`src/rtl/watch_fnd_ctrl.sv`:
```
// watch_fnd_ctrl
// Drives a 4-digit common-anode 7-segment display from the watch time bus.
// Digits are scanned with time multiplexing. sw_mode selects the fields shown:
// hour:min (0) or sec:msec (1).
//
// Optional build macro: WATCH_FND_DP_BLINK_EN
//   When defined, the dp of digit 2 is lit while i_msec < 50. This gives a
//   1 Hz colon-style blink. When undefined, dp is always off.
//
// Ports:
//   clk      system clock
//   rst      asynchronous active-low reset
//   sw_mode  0 = hour:min, 1 = sec:msec
//   i_msec   0..99 (values 100..127 are displayed modulo 100)
//   i_sec    0..59
//   i_min    0..59
//   i_hour   0..23
//   fnd_com  digit enables, active-low, bit0 = rightmost digit
//   fnd_data bit7 = dp, bits6:0 = g..a, all active-low
module watch_fnd_ctrl #(
   parameter int unsigned SCAN_DIV        = 100_000,
   parameter bit          BLANK_HOUR_TENS = 1'b1
) (
   input  logic       clk,
   input  logic       rst,
   input  logic       sw_mode,
   input  logic [6:0] i_msec,
   input  logic [5:0] i_sec,
   input  logic [5:0] i_min,
   input  logic [4:0] i_hour,
   output logic [3:0] fnd_com,
   output logic [7:0] fnd_data
);

   localparam int unsigned   CW       = $clog2(SCAN_DIV);
   localparam logic [CW-1:0] CNT_LAST = CW'(SCAN_DIV - 1);

   logic [CW-1:0] scan_cnt;
   logic [1:0]    digit_idx;

   logic [6:0] lo_field;
   logic [6:0] hi_field;
   logic [6:0] lo_mod;
   logic [6:0] hi_mod;
   logic [3:0] digit;
   logic [6:0] seg;
   logic       dp;
   logic       blank;
   logic [3:0] com_next;
   logic [7:0] data_next;

   function automatic logic [6:0] mod100(input logic [6:0] v);
      return (v >= 7'd100) ? v - 7'd100 : v;
   endfunction

   function automatic logic [6:0] seg7(input logic [3:0] d);
      logic [6:0] s;
      case (d)
         4'd0:    s = 7'h40;
         4'd1:    s = 7'h79;
         4'd2:    s = 7'h24;
         4'd3:    s = 7'h30;
         4'd4:    s = 7'h19;
         4'd5:    s = 7'h12;
         4'd6:    s = 7'h02;
         4'd7:    s = 7'h78;
         4'd8:    s = 7'h00;
         4'd9:    s = 7'h10;
         default: s = 7'h7F;
      endcase
      return s;
   endfunction

   // Scan timebase: digit_idx advances on the edge where the counter wraps.
   always_ff @(posedge clk or negedge rst) begin
      if (!rst) begin
         scan_cnt  <= '0;
         digit_idx <= '0;
      end else if (scan_cnt == CNT_LAST) begin
         scan_cnt  <= '0;
         digit_idx <= digit_idx + 2'd1;
      end else begin
         scan_cnt  <= scan_cnt + 1'b1;
      end
   end

   always_comb begin
      lo_field = sw_mode ? i_msec        : {1'b0, i_min};
      hi_field = sw_mode ? {1'b0, i_sec} : {2'b00, i_hour};
      lo_mod   = mod100(lo_field);
      hi_mod   = mod100(hi_field);

      digit = '0;
      case (digit_idx)
         2'd0: digit = 4'(lo_mod % 7'd10);
         2'd1: digit = 4'(lo_mod / 7'd10);
         2'd2: digit = 4'(hi_mod % 7'd10);
         2'd3: digit = 4'(hi_mod / 7'd10);
         default: digit = '0;
      endcase
      seg = seg7(digit);

`ifdef WATCH_FND_DP_BLINK_EN
      dp = !((digit_idx == 2'd2) && (i_msec < 7'd50));
`else
      dp = 1'b1;
`endif

      // Blanking turns off the whole digit, dp included. The digit enable is
      // still driven.
      blank = BLANK_HOUR_TENS && !sw_mode && (digit_idx == 2'd3) && (i_hour < 5'd10);

      data_next = blank ? 8'hFF : {dp, seg};
      com_next  = ~(4'b0001 << digit_idx);
   end

   always_ff @(posedge clk or negedge rst) begin
      if (!rst) begin
         fnd_com  <= '1;
         fnd_data <= '1;
      end else begin
         fnd_com  <= com_next;
         fnd_data <= data_next;
      end
   end

endmodule

```
`config.mk`:
```
export PLATFORM = sky130hd
export DESIGN_NAME = watch_fnd_ctrl
export DESIGN_NICKNAME = d
export VERILOG_FILES = /design/src/rtl/watch_fnd_ctrl.sv
export SDC_FILE = /design/constraint.sdc
export NUM_CORES = 1
export LEC_CHECK = 0
export BUFFER_PORTS_ARGS = -buffer_cell sky130_fd_sc_hd__buf_2
export CAP_MARGIN = 40
export CORE_ASPECT_RATIO = 1.75
export CORE_UTILIZATION = 45
export DETAILED_ROUTE_END_ITERATION = 10
export GPL_TIMING_DRIVEN = 0
export PLACE_DENSITY = 0.7
export SETUP_SLACK_MARGIN = 0.1
export SLEW_MARGIN = 20
export SYNTH_ARGS = -nofsm -noshare
export SYNTH_HDL_FRONTEND = slang
export SYNTH_SLANG_ARGS = --single-unit
export TNS_END_PERCENT = 5
```
`constraint.sdc`:
```
create_clock -name clk -period 4.97 [get_ports clk]
set_input_delay 1.491 -clock clk [delete_from_list [all_inputs] [get_ports clk]]
set_output_delay 1.491 -clock clk [all_outputs]
set_load 0.01 [all_outputs]
```
==> results.txt <==
Status: finished with violations
Failing checks: negative setup slack
# placed instances: 423
First-pass GRT wire length: 11900 um
Synth Flop Type: dfrtp_1
Final worst slack: -1.09 ns
Routed via count: 2705
CP arrival: 6.28 ns
PortBufs: 37
Mapped cell area: 2690 um2
Yosys top cell area share: 17.7%
Clk buf depth: 2
Endpoints failing setup: 7
Gate Count Post-Synth: 310
Area contributors post-synth: dfrtp_1 (18%), dfstp_2 (11%), ha_1 (7.0%)
Num CTS Buffers: 5
Cell taking the most area after synthesis: dfrtp_1
Worst VDD drop: 99.7 uV
Hold Path Class: reg2reg
Die Y: 104 um
Clock Latency Late Sink: 0.29 ns
Clk_skew: 0.00735 ns
Number of synthesized flops with an enable pin: 0
Number of diodes: 0
Die X: 60.4 um
Flops & latches, synth: 30
Worst-path fanout max: 7
P_leak: 1.51 nW
Post-Layout Cell Count: 455
CTS sink cnt: 30
Final period util: 122%
WL/cell: 16.3 um
Final WL: 7440 um
Req. time, crit path: 5.19 ns
Min Tclk post-route: 6.06 ns
Site Rows: 36
Largest net degree at the start of global routing: 31
R2R Setup Slk: 0.05 ns
Core ar.: 5680 um2
PwrDens: 257 nW/um2
Antenna-violating nets left: 0
Most frequent cell after synthesis: nand2_1
Crit Path Category: in2reg
Crit. End Element: flip-flop
CP dominant cell by count: buf_4
Pins Over Slew Limit: 0
Max H-tree Level: 2
Worst-Margin Slew: 0.816 ns
Max_cap viols: 0
Io pins: 39
Initial antenna violation count: 0
RSZ-0062 raised after global routing: true
Fill count: 495
Count of final hold-check violations: 0
Post-synthesis cell type count: 63
Starting Density: 47.3%
Fraction of layout cells with a size suffix above 1: 34.6%
Grt ovf: 0
Mean Syn Cell Area: 8.67 um2
Gr usage total: 24.8%
Via/cell ratio: 5.95
Layout area overhead: 30.7%
Ys async rst share: 100%
Vias in the first global route: 2644
Startpoint types: input port
TNS Setup: -6.85 ns
Peak Freq: 165 MHz
DP Wirelength: 5460 um
Routability cong.: 0.872
Synth top cells by count: nand2_1 (29), nor2_1 (28), dfrtp_1 (19), inv_1 (17), ha_1 (15)
Part of the Yosys area used for sequential elements: 28.5%
CTS root buf: clkbuf_8
Ys Warns: 0
Slew headroom: 45.2%
First DRT Iteration DRCs: 144
CP max stage cell: or4_4
Layout Nets: 420
Clock Pin Slew Worst Setup and Hold Paths: 0.06 ns
Die footprint: 6290 um2
Synth Net Count: 352
Max incr delay on CP: 0.48 ns
CTS tree: yes
DR pass1 iterations: 4
DR DRC count: 0
repair_timing:
item | in CTS | in global routing
setup endpoints to repair | 7 | 7
pin swaps | 13 | 9
buffers inserted | 23 | 1
resized for setup | 21 | 16
hold buffers | 0 | 0
power breakdown:
| part | internal [mW] | switching, mW |
|---|---|---|
| logic | 0.172 | 0.198 |
| registers | 0.287 | 0.00558 |
| clock network | 0.150 | 0.0897 |
| total | 0.609 | 0.293 |
metrics by stage:
step	hold WS [ns]	setup WS, ns	power, mW	instance area, um2	utilization (%)
2_1_floorplan	0.448	-1.16	0.502	2760	-
3_3_place_gp	0.463	-1.80	0.582	3040	53.5
3_5_place_dp	0.484	-1.89	0.586	3040	53.5
4_1_cts	0.495	-1.02	0.879	3410	60.1
5_1_grt	0.515	-1.18	0.951	3510	61.9
6_report	0.490	-1.09	0.902	3510	61.9
final cells by class:
| class | instances | area [um2] | area share, % |
|---|---|---|---|
| well taps | 76 | 95.1 | 2.71 |
| multi-input cells | 251 | 2030 | 57.7 |
| clock inverters | 1 | 30.0 | 0.855 |
| clock buffers | 7 | 76.3 | 2.17 |
| repair buffers | 61 | 380 | 10.8 |
| plain buffers | 12 | 73.8 | 2.10 |
| flip-flops and latches | 30 | 764 | 21.8 |
| inverters | 17 | 63.8 | 1.82 |
final timing paths:
kind,depth (start not counted),end,start
setup / recovery,30,fnd_data[3],sw_mode
hold / removal,1,scan_cnt[0],scan_cnt[0]
setup reg to reg,23,fnd_data[3],digit_idx[0]
hold reg to reg,1,scan_cnt[0],scan_cnt[0]
max in group asynchronous,1,scan_cnt[13],rst
min in group asynchronous,1,scan_cnt[4],rst
sequential cells by signal (all words and copies together) (netlist names):
register and flops:
scan_cnt 17, fnd_data 7, fnd_com 4, digit_idx 2
cell families after synthesis:
group / Yosys count / share of synthesized area, %
and+or+nand+nor: 122 / 23.3
xor gates and xnor gates: 16 / 5.22
adders and majority gates: 15 / 6.99
DFF: 30 / 28.5
muxes: 17 / 8.34
AOI/OAI and AO/OA: 80 / 23.2
buffers and inverters: 29 / 4.29
other: 1 / 0.140
worst max-delay path: cells and delay by family:
kind / cells / cell delay (ns)
multiplexers: 1 / 0.26
adder cells (fa/ha/maj): 2 / 0.39
AO/OA/AOI/OAI: 6 / 1.23
AND/OR/NAND/NOR: 5 / 1.15
buffers and inverters: 16 / 1.74
per-layer routing:
| layer | vias to the layer above | routed length, um | GRT usage [%] |
|---|---|---|---|
| li1 | 1302 | - | - |
| met1 | 1288 | 2690 | 24.1 |
| met4 | 0 | 516 | 17.8 |
| met2 | 80 | 4040 | 45.1 |
| met3 | 35 | 191 | 2.49 |
| met5 | - | 0 | 0 |
cell usage in the layout (no fill, tap or decap), types with 6 or more instances in the layout:
cell,instances
a31oi_1,6
xnor2_1,10
dfrtp_1,19
mux2i_1,7
xor2_1,6
and3_1,6
inv_1,14
ha_1,11
clkbuf_1,10
buf_4,25
o21ai_0,12
buf_2,37
nor2_1,26
nand3_1,11
nand2_1,29
dfstp_2,11
nor3_1,8
No activity file was read; power rests on OpenSTA's default activity.
